### config.mk
export PLATFORM = sky130hd
export DESIGN_NAME = writeback_unit
export DESIGN_NICKNAME = d
export VERILOG_FILES = /design/src/rtl/riscv_pkg.sv /design/src/rtl/wb_fifo.sv /design/src/rtl/writeback_unit.sv
export SDC_FILE = /design/constraint.sdc
export NUM_CORES = 1
export LEC_CHECK = 0
export BUFFER_PORTS_ARGS = -buffer_cell sky130_fd_sc_hd__clkbuf_2
export CAP_MARGIN = 30
export CORE_UTILIZATION = 45
export DETAILED_ROUTE_END_ITERATION = 8
export GPL_TIMING_DRIVEN = 0
export PLACE_DENSITY = 0.68
export SYNTH_ARGS = -nofsm -noshare
export SYNTH_HDL_FRONTEND = slang
export SYNTH_SLANG_ARGS = --single-unit
### constraint.sdc
create_clock -name clk -period 2.8 [get_ports clk]
set_clock_uncertainty 0.05 [all_clocks]
set_input_delay 0 -clock clk [delete_from_list [all_inputs] [get_ports clk]]
set_output_delay 0 -clock clk [all_outputs]
set_load 0.02 [all_outputs]
### src/rtl/riscv_pkg.sv
// Shared register-file types for the writeback path.
package riscv_pkg;

  localparam int unsigned XLEN       = 32;
  localparam int unsigned REG_ADDR_W = 5;
  localparam int unsigned NUM_REGS   = 32;

  typedef struct packed {
    logic [REG_ADDR_W-1:0] rd;
    logic [XLEN-1:0]       data;
  } wb_req_t;

endpackage

### src/rtl/wb_fifo.sv
// Synchronous FIFO buffering execute results that lost the write port.
module wb_fifo
  import riscv_pkg::*;
#(
  parameter int unsigned DEPTH = 4
) (
  input  logic    clk,
  input  logic    rst,
  input  logic    i_push,
  input  wb_req_t i_req,
  input  logic    i_pop,
  output wb_req_t o_head,
  output logic    o_full,
  output logic    o_empty
);

  localparam int unsigned PTR_W = (DEPTH > 1) ? $clog2(DEPTH) : 1;

  wb_req_t          r_mem [DEPTH];
  logic [PTR_W-1:0] r_wptr;
  logic [PTR_W-1:0] r_rptr;
  logic [PTR_W:0]   r_count;

  assign o_head  = r_mem[r_rptr];
  assign o_full  = (r_count == (PTR_W + 1)'(DEPTH));
  assign o_empty = (r_count == '0);

  // DEPTH is a power of two, so pointers wrap by natural overflow.
  always_ff @(posedge clk) begin
    if (rst) begin
      r_wptr  <= '0;
      r_rptr  <= '0;
      r_count <= '0;
    end else begin
      if (i_push) r_wptr <= r_wptr + 1'b1;
      if (i_pop)  r_rptr <= r_rptr + 1'b1;
      case ({i_push, i_pop})
        2'b10:   r_count <= r_count + 1'b1;
        2'b01:   r_count <= r_count - 1'b1;
        default: r_count <= r_count;
      endcase
    end
  end

  always_ff @(posedge clk) begin
    if (i_push) r_mem[r_wptr] <= i_req;
  end

endmodule

### src/rtl/writeback_unit.sv
// Arbitrates load and execute results onto the register-file write port and
// tracks per-register pending writes for issue-stage hazard stalls.
module writeback_unit #(
  parameter int unsigned FIFO_DEPTH = 4,
  parameter int unsigned XLEN       = 32
) (
  input  logic            clk,
  input  logic            rst,
  input  logic            ex_valid,
  input  logic [4:0]      ex_rd,
  input  logic [XLEN-1:0] ex_data,
  output logic            ex_ready,
  input  logic            ld_valid,
  input  logic [4:0]      ld_rd,
  input  logic [XLEN-1:0] ld_data,
  output logic            wb_we,
  output logic [4:0]      wb_rd,
  output logic [XLEN-1:0] wb_data,
  input  logic            sb_set,
  input  logic [4:0]      sb_rd,
  input  logic [4:0]      q_rs1,
  input  logic [4:0]      q_rs2,
  input  logic [4:0]      q_rd,
  output logic            q_stall
);

  import riscv_pkg::*;

  wb_req_t               w_ex_req;
  wb_req_t               w_fifo_head;
  logic                  w_fifo_full;
  logic                  w_fifo_empty;
  logic                  w_ld_sel;
  logic                  w_ex_acc;
  logic                  w_push;
  logic                  w_pop;
  logic                  w_sel_we;
  logic [4:0]            w_sel_rd;
  logic [XLEN-1:0]       w_sel_data;
  logic [NUM_REGS-1:0]   w_pending_d;

  logic                  r_wb_we;
  logic [4:0]            r_wb_rd;
  logic [XLEN-1:0]       r_wb_data;
  logic [NUM_REGS-1:0]   r_pending;

  assign w_ex_req.rd   = ex_rd;
  assign w_ex_req.data = ex_data;

  assign ex_ready = !w_fifo_full;
  assign w_ld_sel = ld_valid && (ld_rd != 5'd0);
  // x0 results are accepted but vanish here, so they never reach the FIFO.
  assign w_ex_acc = ex_valid && ex_ready && (ex_rd != 5'd0);
  assign w_pop    = !w_ld_sel && !w_fifo_empty;
  assign w_push   = w_ex_acc && (w_ld_sel || !w_fifo_empty);

  always_comb begin
    w_sel_we   = 1'b0;
    w_sel_rd   = r_wb_rd;
    w_sel_data = r_wb_data;
    if (w_ld_sel) begin
      w_sel_we   = 1'b1;
      w_sel_rd   = ld_rd;
      w_sel_data = ld_data;
    end else if (!w_fifo_empty) begin
      w_sel_we   = 1'b1;
      w_sel_rd   = w_fifo_head.rd;
      w_sel_data = w_fifo_head.data;
    end else if (w_ex_acc) begin
      w_sel_we   = 1'b1;
      w_sel_rd   = ex_rd;
      w_sel_data = ex_data;
    end
  end

  // Clear first so a same-cycle set on the retiring register wins.
  always_comb begin
    w_pending_d = r_pending;
    if (r_wb_we) w_pending_d[r_wb_rd] = 1'b0;
    if (sb_set)  w_pending_d[sb_rd]   = 1'b1;
    w_pending_d[0] = 1'b0;
  end

  always_ff @(posedge clk) begin
    if (rst) begin
      r_wb_we   <= 1'b0;
      r_wb_rd   <= '0;
      r_wb_data <= '0;
      r_pending <= '0;
    end else begin
      r_wb_we   <= w_sel_we;
      r_wb_rd   <= w_sel_rd;
      r_wb_data <= w_sel_data;
      r_pending <= w_pending_d;
    end
  end

  assign wb_we   = r_wb_we;
  assign wb_rd   = r_wb_rd;
  assign wb_data = r_wb_data;
  assign q_stall = r_pending[q_rs1] || r_pending[q_rs2] || r_pending[q_rd];

  wb_fifo #(
    .DEPTH (FIFO_DEPTH)
  ) u_fifo (
    .clk     (clk),
    .rst     (rst),
    .i_push  (w_push),
    .i_req   (w_ex_req),
    .i_pop   (w_pop),
    .o_head  (w_fifo_head),
    .o_full  (w_fifo_full),
    .o_empty (w_fifo_empty)
  );

endmodule

Yosys cells after proc, flatten, opt, wreduce, memory -nomap -nowiden
Memory sizes are Yosys's and may differ from the RTL's. A register that Yosys moved wholly into a read port is not among the register bits.
Cells that the tools add are included.
{ "word_totals": {"regBits": 77, "memories": 1, "out_inout_bits": 40, "ramBits": 148} }
{ "memory_table": {"columns": ["memory", "depth", "word_bits", "rd", "rd_clocked_by_memory_dff", "wr", "line_no", "rtl"], "rows": [
  ["u_fifo.r_mem", 4, 37, 1, 1, 1, "wb_fifo.sv:19", "wb_req_t r_mem [DEPTH];"]
]} }
{ "classes": {"n_reduce_logical": 17, "mux": 26, "order_cmp": 7, "n_eq_ne": 4, "bitwise_logic": 3, "add_sub_neg": 4} }
{ "ops": {"columns": ["op", "n"], "rows": [
  ["2-to-1 mux 32 bit", 5],
  ["bitwise AND 32 bit", 1],
  ["inverter 32 bit", 1],
  ["bitwise OR 32 bit", 1],
  ["less-than comparator 5 x 6 -> 1 bit, second input constant", 5],
  ["binary-select mux 1 bit (select 5 bit)", 3],
  ["2-to-1 mux 5 bit", 3],
  ["demux 1 bit (select 5 bit)", 2],
  [">= comparator 5 x 1 -> 1 bit, second input constant", 2],
  ["2-to-1 mux 1 bit", 10],
  ["nonzero test 5 bit", 2],
  ["logical AND 1 bit", 7],
  ["case mux 3 bit (2 select lines)", 1],
  ["adder 2 x 1 -> 2 bit, second input constant", 2],
  ["2-to-1 mux 2 bit", 2],
  ["adder 3 x 1 -> 3 bit, second input constant", 1],
  ["equality test 3 bit, second input constant", 1],
  ["logical NOT 1 bit", 3],
  ["logical NOT 3 bit", 1],
  ["logical OR 1 bit", 3],
  ["inequality test 3 x 1 -> 1 bit, second input constant", 1],
  ["subtractor 3 x 1 -> 3 bit, second input constant", 1],
  ["equality test 2 x 1 -> 1 bit, second input constant", 1],
  ["equality test 2 bit, second input constant", 1],
  ["nonzero test 2 bit", 1]
]} }

Logic depth before layout (Yosys ltp)
Gate-level depths: netlist of run 1.
{ "logic_depth": {"word_depth": 9, "mapped_depth": 11, "depth_no_buf": 10} }

Modules after synthesis
A second synthesis of run 1 with hierarchy kept.
{ "hier_totals": {"hier_cells": 733, "area_unflattened_um2": 10126.0} }
{ "modules_own_cells": {"columns": ["module", "area_each_um2", "seq_area_each_um2", "cells_each", "instances"], "rows": [
  ["wb_fifo", 5829.3, 4624.4, 240, 1],
  ["writeback_unit", 4296.6, 1381.3, 493, 1]
]} }

Least setup slack after synthesis of run 1
OpenSTA, ideal clock, no wires.
{ "synth_path": {"kind": "flip-flop to flip-flop", "startpoint": "register u_fifo.r_count[0]", "endpoint": "register u_fifo.r_count[2]", "setup_ns": 0.070, "arrival_ns": 2.656, "setup_slack_ns": 0.024, "path_stages_with_launch": 12, "path_buffers": 1, "path_cell_list": "dfxtp_1 -> or3b_2 -> o211ai_1 -> clkbuf_2 -> a21oi_1 -> inv_1 -> ha_1 -> inv_1 -> fa_1 -> xor2_1 -> or3_1 -> a21oi_1"} }
{ "synth_between": {"elab_chain_cells": 7, "word_cells_on_any_way": 15, "cone_classes": "2 x add/sub; 3 x eq/ne; 1 x mux; 9 x reduce/logical"} }
{ "synth_lines": {"columns": ["item", "line_no", "rtl"], "rows": [
  ["from (decl)", "wb_fifo.sv:22", "logic [PTR_W:0] r_count;"],
  ["from (signal assigned)", "wb_fifo.sv:38", "2'b10: r_count <= r_count + 1'b1;"],
  ["from (signal assigned)", "wb_fifo.sv:39", "2'b01: r_count <= r_count - 1'b1;"],
  ["from (signal assigned)", "wb_fifo.sv:40", "default: r_count <= r_count;"],
  ["equality test 3 bit (*)", "wb_fifo.sv:25", "assign o_full = (r_count == (PTR_W + 1)'(DEPTH));"],
  ["logical NOT 1 bit (*)", "writeback_unit.sv:50", "assign ex_ready = !w_fifo_full;"],
  ["net ex_ready", "writeback_unit.sv:12", "output logic ex_ready,"],
  ["logical AND 1 bit (*) (2 in a row)", "writeback_unit.sv:53", "assign w_ex_acc = ex_valid && ex_ready && (ex_rd != 5'd0);"],
  ["logical AND 1 bit (*)", "writeback_unit.sv:55", "assign w_push = w_ex_acc && (w_ld_sel || !w_fifo_empty);"],
  ["equality test 2 x 1 -> 1 bit / equality test 2 bit (equally long branches)", "wb_fifo.sv:37", "case ({i_push, i_pop})"],
  ["case mux 3 bit (2 select lines) / nonzero test 2 bit (equally long branches)", null, null]
]} }
Mark *: on every way through the listed nets, which the timed path passes. The rest lies on a longest branch.
A chain may end at the register's enable or synchronous reset.

Final worst setup path of run 1
{ "layout_path": {"startpoint": "register u_fifo.r_count[2]", "endpoint": "register u_fifo.r_count[2]"} }
{ "layout_between": {"elab_chain_cells": 7, "word_cells_on_any_way": 15, "cone_classes": "2 x add/sub; 3 x eq/ne; 1 x mux; 9 x reduce/logical"} }
{ "layout_lines": {"columns": ["item", "line_no"], "rows": [
  ["equality test 3 bit", "wb_fifo.sv:25"],
  ["logical NOT 1 bit", "writeback_unit.sv:50"],
  ["logical AND 1 bit (2 in a row)", "writeback_unit.sv:53"],
  ["logical AND 1 bit", "writeback_unit.sv:55"],
  ["equality test 2 x 1 -> 1 bit / equality test 2 bit (equally long branches)", "wb_fifo.sv:37"],
  ["case mux 3 bit (2 select lines) / nonzero test 2 bit (equally long branches)", null]
]} }
Several ways; a longest one is shown, not always the timed one.

==> results_dict.tcl, run 1 <==
set metrics [dict create \
    die_w_um 150.6 \
    async_flop_share_pct 0 \
    path_clk_slew_ps 60 \
    p_seq_share_pct 41.1 \
    area_delta_synth_final_pct 27.85 \
    antenna_left 0 \
    crit_required_ps 3180 \
    start_util_pct 45.69 \
    avgViaCountPerCell 5.629 \
    cts_tree "built" \
    finalHoldViolCount 0 \
    vias 7093 \
    synth-simple-area-share_pct 7.842 \
    max_slew_margin_pct 44.74 \
    slew_viol_final 0 \
    peakVddDrop_uv 669.9 \
    drt-total-wl_mm 24.88 \
    intPower_mw 7.141 \
    numCtsBuffers 23 \
    antenna_found_initial 1 \
    yosys_warnings 0 \
    muxShareOfSynthArea_pct 13.54 \
    synth_top_family_by_area "compound AO/OA/AOI/OAI gates" \
    p_sw_share_pct 31.26 \
    min_path_type "input port to flop" \
    setup_viol 0 \
    clockBufferDepth 3 \
    min_period_ps 2691 \
    cp_max_fo 7 \
    synth_area_sq_um 9940 \
    numPortBuffers 129 \
    post_drt_wl_per_cell_um 19.75 \
    fin_hold_ws_ps 28.47 \
    synth-compound-area-share_pct 13.97 \
    hpwl_mm 16.18 \
    leakage_nw 4.446 \
    drtIter0Drc 484 \
    placedCellCount 1127 \
    synth_area_leaders "edfxtp_1, dfxtp_1, mux4_2, o21ai_0, a211oi_2" \
    final_net_count 1068 \
    cts_root_buf "clkbuf_16" \
    drc 0 \
    yosysUniqueCellTypes 51 \
    synth_top_area_share_pct 44.71 \
    placeableCoreArea_sq_um 21760 \
    worst_ep_arrival_time_ps 3070 \
    synth-seq-cells 226 \
    synth_nets 818 \
    cts.sinks 226 \
    synth_edf_count 148 \
    yosysSeqAreaShare_pct 60.42 \
    drtPass1Iterations 5 \
    grt_first_pass_wirelength_mm 38.36 \
    pwr-share-clk_pct 28.4 \
    grt-ovfl-total 0 \
    status "completed" \
    die_y_um 150.6 \
    synth_xor_area_share_pct 0.4406 \
    worstMarginPinSlew_ps 828.8 \
    fmaxAchievable_mhz 371.6 \
    grt_pass1_vias 7026 \
    endpoint_kind "flop" \
    synth.largest_area_cell "edfxtp_1" \
    grt_max_degree 32 \
    cts_max_level 1 \
    io_pins 139 \
    combinationalPowerShare_pct 30.5 \
    fin_cells 1260 \
    pre_cts_ws_ps -326.4 \
    grt_use_total_pct 22.31 \
    cap_violations 0 \
    synth_adder_area_share_pct 0.8308 \
    die_area_sq_um 22690 \
    setup_ws_ps 108.9 \
    clk_latency_ps 500 \
    ys.flop_type "edfxtp_1" \
    cp-start-kind "flop" \
    rsz0062_at_grt "no" \
    num_rows 54 \
    drive_gt1_share_pct 31.56 \
    syn_inst 713 \
    synth_area_per_cell_sq_um 13.94 \
    worstSetupPathType "flop to flop" \
    netSwitchingPower_mw 3.247 \
    period_share_pct 96.11 \
    powerDensity_nw_per_um2 817.5 \
    place.gp.congestion 0.8865 \
]
cell type report:
| class | instances | area [sq um] |
|---|---|---|
| clock inverters | 13 | 110.1 |
| inverters | 8 | 30.03 |
| plain buffers | 49 | 279.0 |
| well taps | 280 | 350.3 |
| diodes | 1 | 2.502 |
| clock buffers | 28 | 614.3 |
| multi-input cells | 430 | 3662 |
| repair buffers | 225 | 1649 |
| flip-flops and latches | 226 | 6010 |
| fillers | 1759 | 9049 |
cells by family after synthesis:
logic type | after synthesis
flip-flops | 226
AO/OA/AOI/OAI | 194
AND/OR/NAND/NOR | 157
multiplexers | 68
buffers and inverters | 57
adder cells (fa/ha/maj) | 6
XOR/XNOR | 5
power by group through the flow:
stage          Sequential (mW)  Clock, mW  Combinational (mW)
2_1_floorplan             4.50          0                1.91
3_3_place_gp              4.34          0                2.93
3_5_place_dp              4.33          0                3.00
4_1_cts                   4.26       3.01                3.14
5_1_grt                   4.32       3.14                3.43
6_report                  4.27       2.95                3.17
synthesized netlist by cell type (5+ instances only):
| cell | number |
|---|---|
| clkbuf_1 | 28 |
| o21ai_0 | 69 |
| a211oi_1 | 16 |
| nand3_1 | 7 |
| nand2_1 | 45 |
| nor2_1 | 53 |
| nand3b_1 | 6 |
| dfxtp_1 | 78 |
| a22oi_1 | 16 |
| mux2_2 | 11 |
| a21oi_1 | 37 |
| nor3b_1 | 7 |
| ha_1 | 5 |
| inv_1 | 8 |
| mux4_2 | 52 |
| edfxtp_1 | 148 |
| a211oi_2 | 20 |
| a22oi_2 | 20 |
| buf_2 | 12 |
state kept, by name (all words and copies together), names as in the netlist, named ones only:
| name | flops |
|---|---|
| u_fifo.r_wptr | 2 |
| u_fifo.r_rptr | 2 |
| u_fifo.r_count | 3 |
| wb_we | 1 |
| wb_data | 32 |
| r_pending | 31 |
| wb_rd | 5 |
| u_fifo.r_mem | 148 |
worst paths after layout:
kind,startpoint,to,slack (ps),cells after the start
min reg2reg,wb_data[26],wb_data[26],450,2
max reg2reg,u_fifo.r_count[2],u_fifo.r_count[2],110,11
max,u_fifo.r_count[2],u_fifo.r_count[2],110,11
min,ex_rd[1],wb_rd[1],30,3
per-layer routing:
layer	part of all wire, %	GRT usage [%]	vias to the layer above
li1	-	-	3294
met1	41	29.22	3517
met2	51	38.76	245
met3	6.2	3.455	37
met4	1.5	5.600	0
met5	0	0	-
stage by stage:
step | utilization [%] | instance area (sq um) | setup TNS (ps) | total power, mW
after floorplan | - | 9940 | 0 | 6.403
after global placement | 50.26 | 10940 | -131590 | 7.263
after detailed placement | 50.68 | 11030 | -409.7 | 7.329
after CTS | 58.22 | 12670 | 0 | 10.42
after global routing | 58.41 | 12710 | 0 | 10.88
final | 58.41 | 12710 | 0 | 10.39
layout by cell type, fill, tap and decap left out, types with 4 or more instances in the layout:
cell	Yosys	routed
a2111oi_0	4	4
a211oi_1	16	16
a211oi_2	20	20
a21oi_1	37	36
a22oi_1	16	16
a22oi_2	20	20
and2_2	0	4
buf_12	2	6
buf_2	12	12
buf_4	2	5
buf_6	3	4
clkbuf_1	28	30
clkbuf_16	0	23
clkbuf_2	1	127
clkinv_1	0	6
clkinv_2	0	4
dfxtp_1	78	75
dlygate4sd3_1	0	89
edfxtp_1	148	148
ha_1	5	4
inv_1	8	8
mux2_2	11	11
mux2i_1	4	4
mux4_2	52	52
nand2_1	45	45
nand3_1	7	7
nand3b_1	6	6
nor2_1	53	53
nor2b_1	4	4
nor3b_1	7	7
nor4_1	4	4
o21ai_0	69	69
o22ai_1	4	4
worst max-delay path: stages, from the launching register on:
cell and delay (ps):
dfxtp_2 360, or3b_2 460, o211ai_1 190, clkbuf_8 220, a21oi_2 60, inv_1 100, ha_2 180, inv_1 60
fa_2 340, xor2_1 160, or3_1 310, a21oi_1 140
timing repair:
action	CTS	global route
pin swaps	1	1
buffers inserted	2	2
setup endpoints to repair	2	2
hold endpoints to repair	215	4
hold buffers	89	1
gates resized for setup	3	12
No activity file was read; power rests on OpenSTA's default activity.
==> run 2, diff against run 1 <==
ABC_AREA = 0   (was default)
GPL_TIMING_DRIVEN = default   (was 0)
==> run 2 against run 1 <==
Sequential cell count unchanged. Critical endpoint is now wb_data[18]. Sequential share of layout area decreased by 0.16 points. Via count shrank 0.24%. First-iteration DRC count down 12%. Largest cell class unchanged. Hold slack improved by 34 ps. Non-clock buffer count fell by 22. Routed wire length decreased by 1.9%. Total power rose by 2.8%. Count of clock-buffer cells in the layout fell by 2. Final area up 0.33%. Utilization grew 0.19 points.
==> results_dict.tcl, run 2 (same netlist as run 1, synthesis figures left out) <==
set metrics [dict create \
    peakVddDrop_uv 511.0 \
    fin_area_sq_um 12750 \
    holdCritStartpoint "ld_valid" \
    status "completed" \
    cts_max_level 1 \
    layout_common_cells "edfxtp_1, clkbuf_2, dlygate4sd3_1" \
    drtIter0Drc 424 \
    die_area_sq_um 22690 \
    drive_gt1_share_pct 32.25 \
    area_delta_synth_final_pct 28.26 \
    crit_buf_inv 5 \
    placedCellCount 1100 \
    slew_viol_final 0 \
    drtPass1Iterations 5 \
    min_period_ps 2740 \
    place_area_sq_um 10950 \
    post_drt_wl_per_cell_um 19.73 \
    grt-ovfl-total 0 \
    hpwl_mm 14.92 \
    setup_viol 0 \
    cts.sinks 226 \
    regMostFlops "u_fifo.r_mem" \
    io_pins 139 \
    pre_cts_ws_ps 388.0 \
    antenna_found_initial 0 \
    critPathSlowestCell "dlygate4sd3_1" \
    antenna_left 0 \
    clk_latency_ps 500 \
    fmaxAchievable_mhz 364.9 \
    cts_root_buf "clkbuf_16" \
    place.gp.congestion 0.8618 \
    cp_slowest_stage_delay_ps 570 \
    die_y_um 150.6 \
    nFillCells 1721 \
    finalHoldViolCount 0 \
    largest_reg_flops 148 \
    drc 0 \
    leakage_nw 4.485 \
    tns_ps 0 \
    max_slew_margin_pct 49.41 \
    grt_pass1_vias 7136 \
    layout_commonest_cell "edfxtp_1" \
    num_rows 54 \
    critPathTopFamily "buffers and inverters" \
    fin_cells 1238 \
    min_path_type "input port to flop" \
    grt_first_pass_wirelength_mm 38.33 \
    worstSetupPathType "input port to flop" \
    n_antenna_cell 0 \
    rrSetupSlack_ps 100 \
    setup_ws_ps 59.89 \
    placeableCoreArea_sq_um 21760 \
    endpoint_kind "flop" \
    grt_max_degree 78 \
    worstMarginPinSlew_ps 756.1 \
    cap_violations 0 \
    cp_max_fo 40 \
    die_w_um 150.6 \
    final_net_count 1046 \
    numCtsBuffers 23 \
    path_clk_slew_ps 60 \
    crit_chain "dlygate4sd3_1, clkbuf_2, or4_1, o211ai_1, clkbuf_16, nand3_2, buf_4, nor2_1, a211oi_2, dlygate4sd3_1" \
    worst_ep_arrival_time_ps 3080 \
    path_common_cell "dlygate4sd3_1" \
    drt-total-wl_mm 24.42 \
    period_share_pct 97.86 \
    crit_required_ps 3140 \
    powerDensity_nw_per_um2 838.0 \
    start_util_pct 45.69 \
    cp-start-kind "input port" \
    cts_tree "built" \
    timing.rr.start "u_fifo.r_count[2]" \
    finalPower_mw 10.68 \
    grt_use_total_pct 22.02 \
    avgViaCountPerCell 5.716 \
    final_core_util_pct 58.60 \
    clockBufferDepth 3 \
    numPortBuffers 138 \
    startpoint "ex_rd[1]" \
    vias 7076 \
    fin_hold_ws_ps 62.75 \
]
run 2: path summary, 6_finish.rpt:
check                              endpoint  cells after the start
worst max register to register  wb_data[18]                      8
worst max-delay path            wb_data[18]                     10
worst min-delay path               wb_rd[3]                      3
worst min register to register  wb_data[26]                      2
run 2: power by group:
group	switching, mW	internal [mW]
clock network	1.24	2.06
logic	1.74	1.31
registers	0.257	4.06
total	3.25	7.44
run 2: per-layer routing:
layer,global-route usage [%],wire [um]
met1,28.47,10220
met2,38.06,12230
met3,2.818,1325
met4,7.750,640
met5,0,0
run 2: worst min-delay path: stages:
cell and delay (ps):
clkbuf_2 160, a22oi_1 150, a211oi_1 240
run 2: repair_timing:
| action | in CTS | in global routing |
|---|---|---|
| endpoints found under the setup margin | 0 | 6 |
| hold endpoints to repair | 224 | 0 |
| setup buffers | 0 | 0 |
| resized for setup | 0 | 3 |
| hold buffers | 96 | 0 |
run 2: cell type report:
cell class / instances / area, sq um / area share [%]
repair buffers: 252 / 1892 / 14.84
flip-flops and latches: 226 / 6008 / 47.13
multi-input cells: 430 / 3647 / 28.61
well taps: 280 / 350.3 / 2.748
inverters: 8 / 30.03 / 0.2355
clock buffers: 26 / 586.8 / 4.603
clock inverters: 16 / 234.0 / 1.835
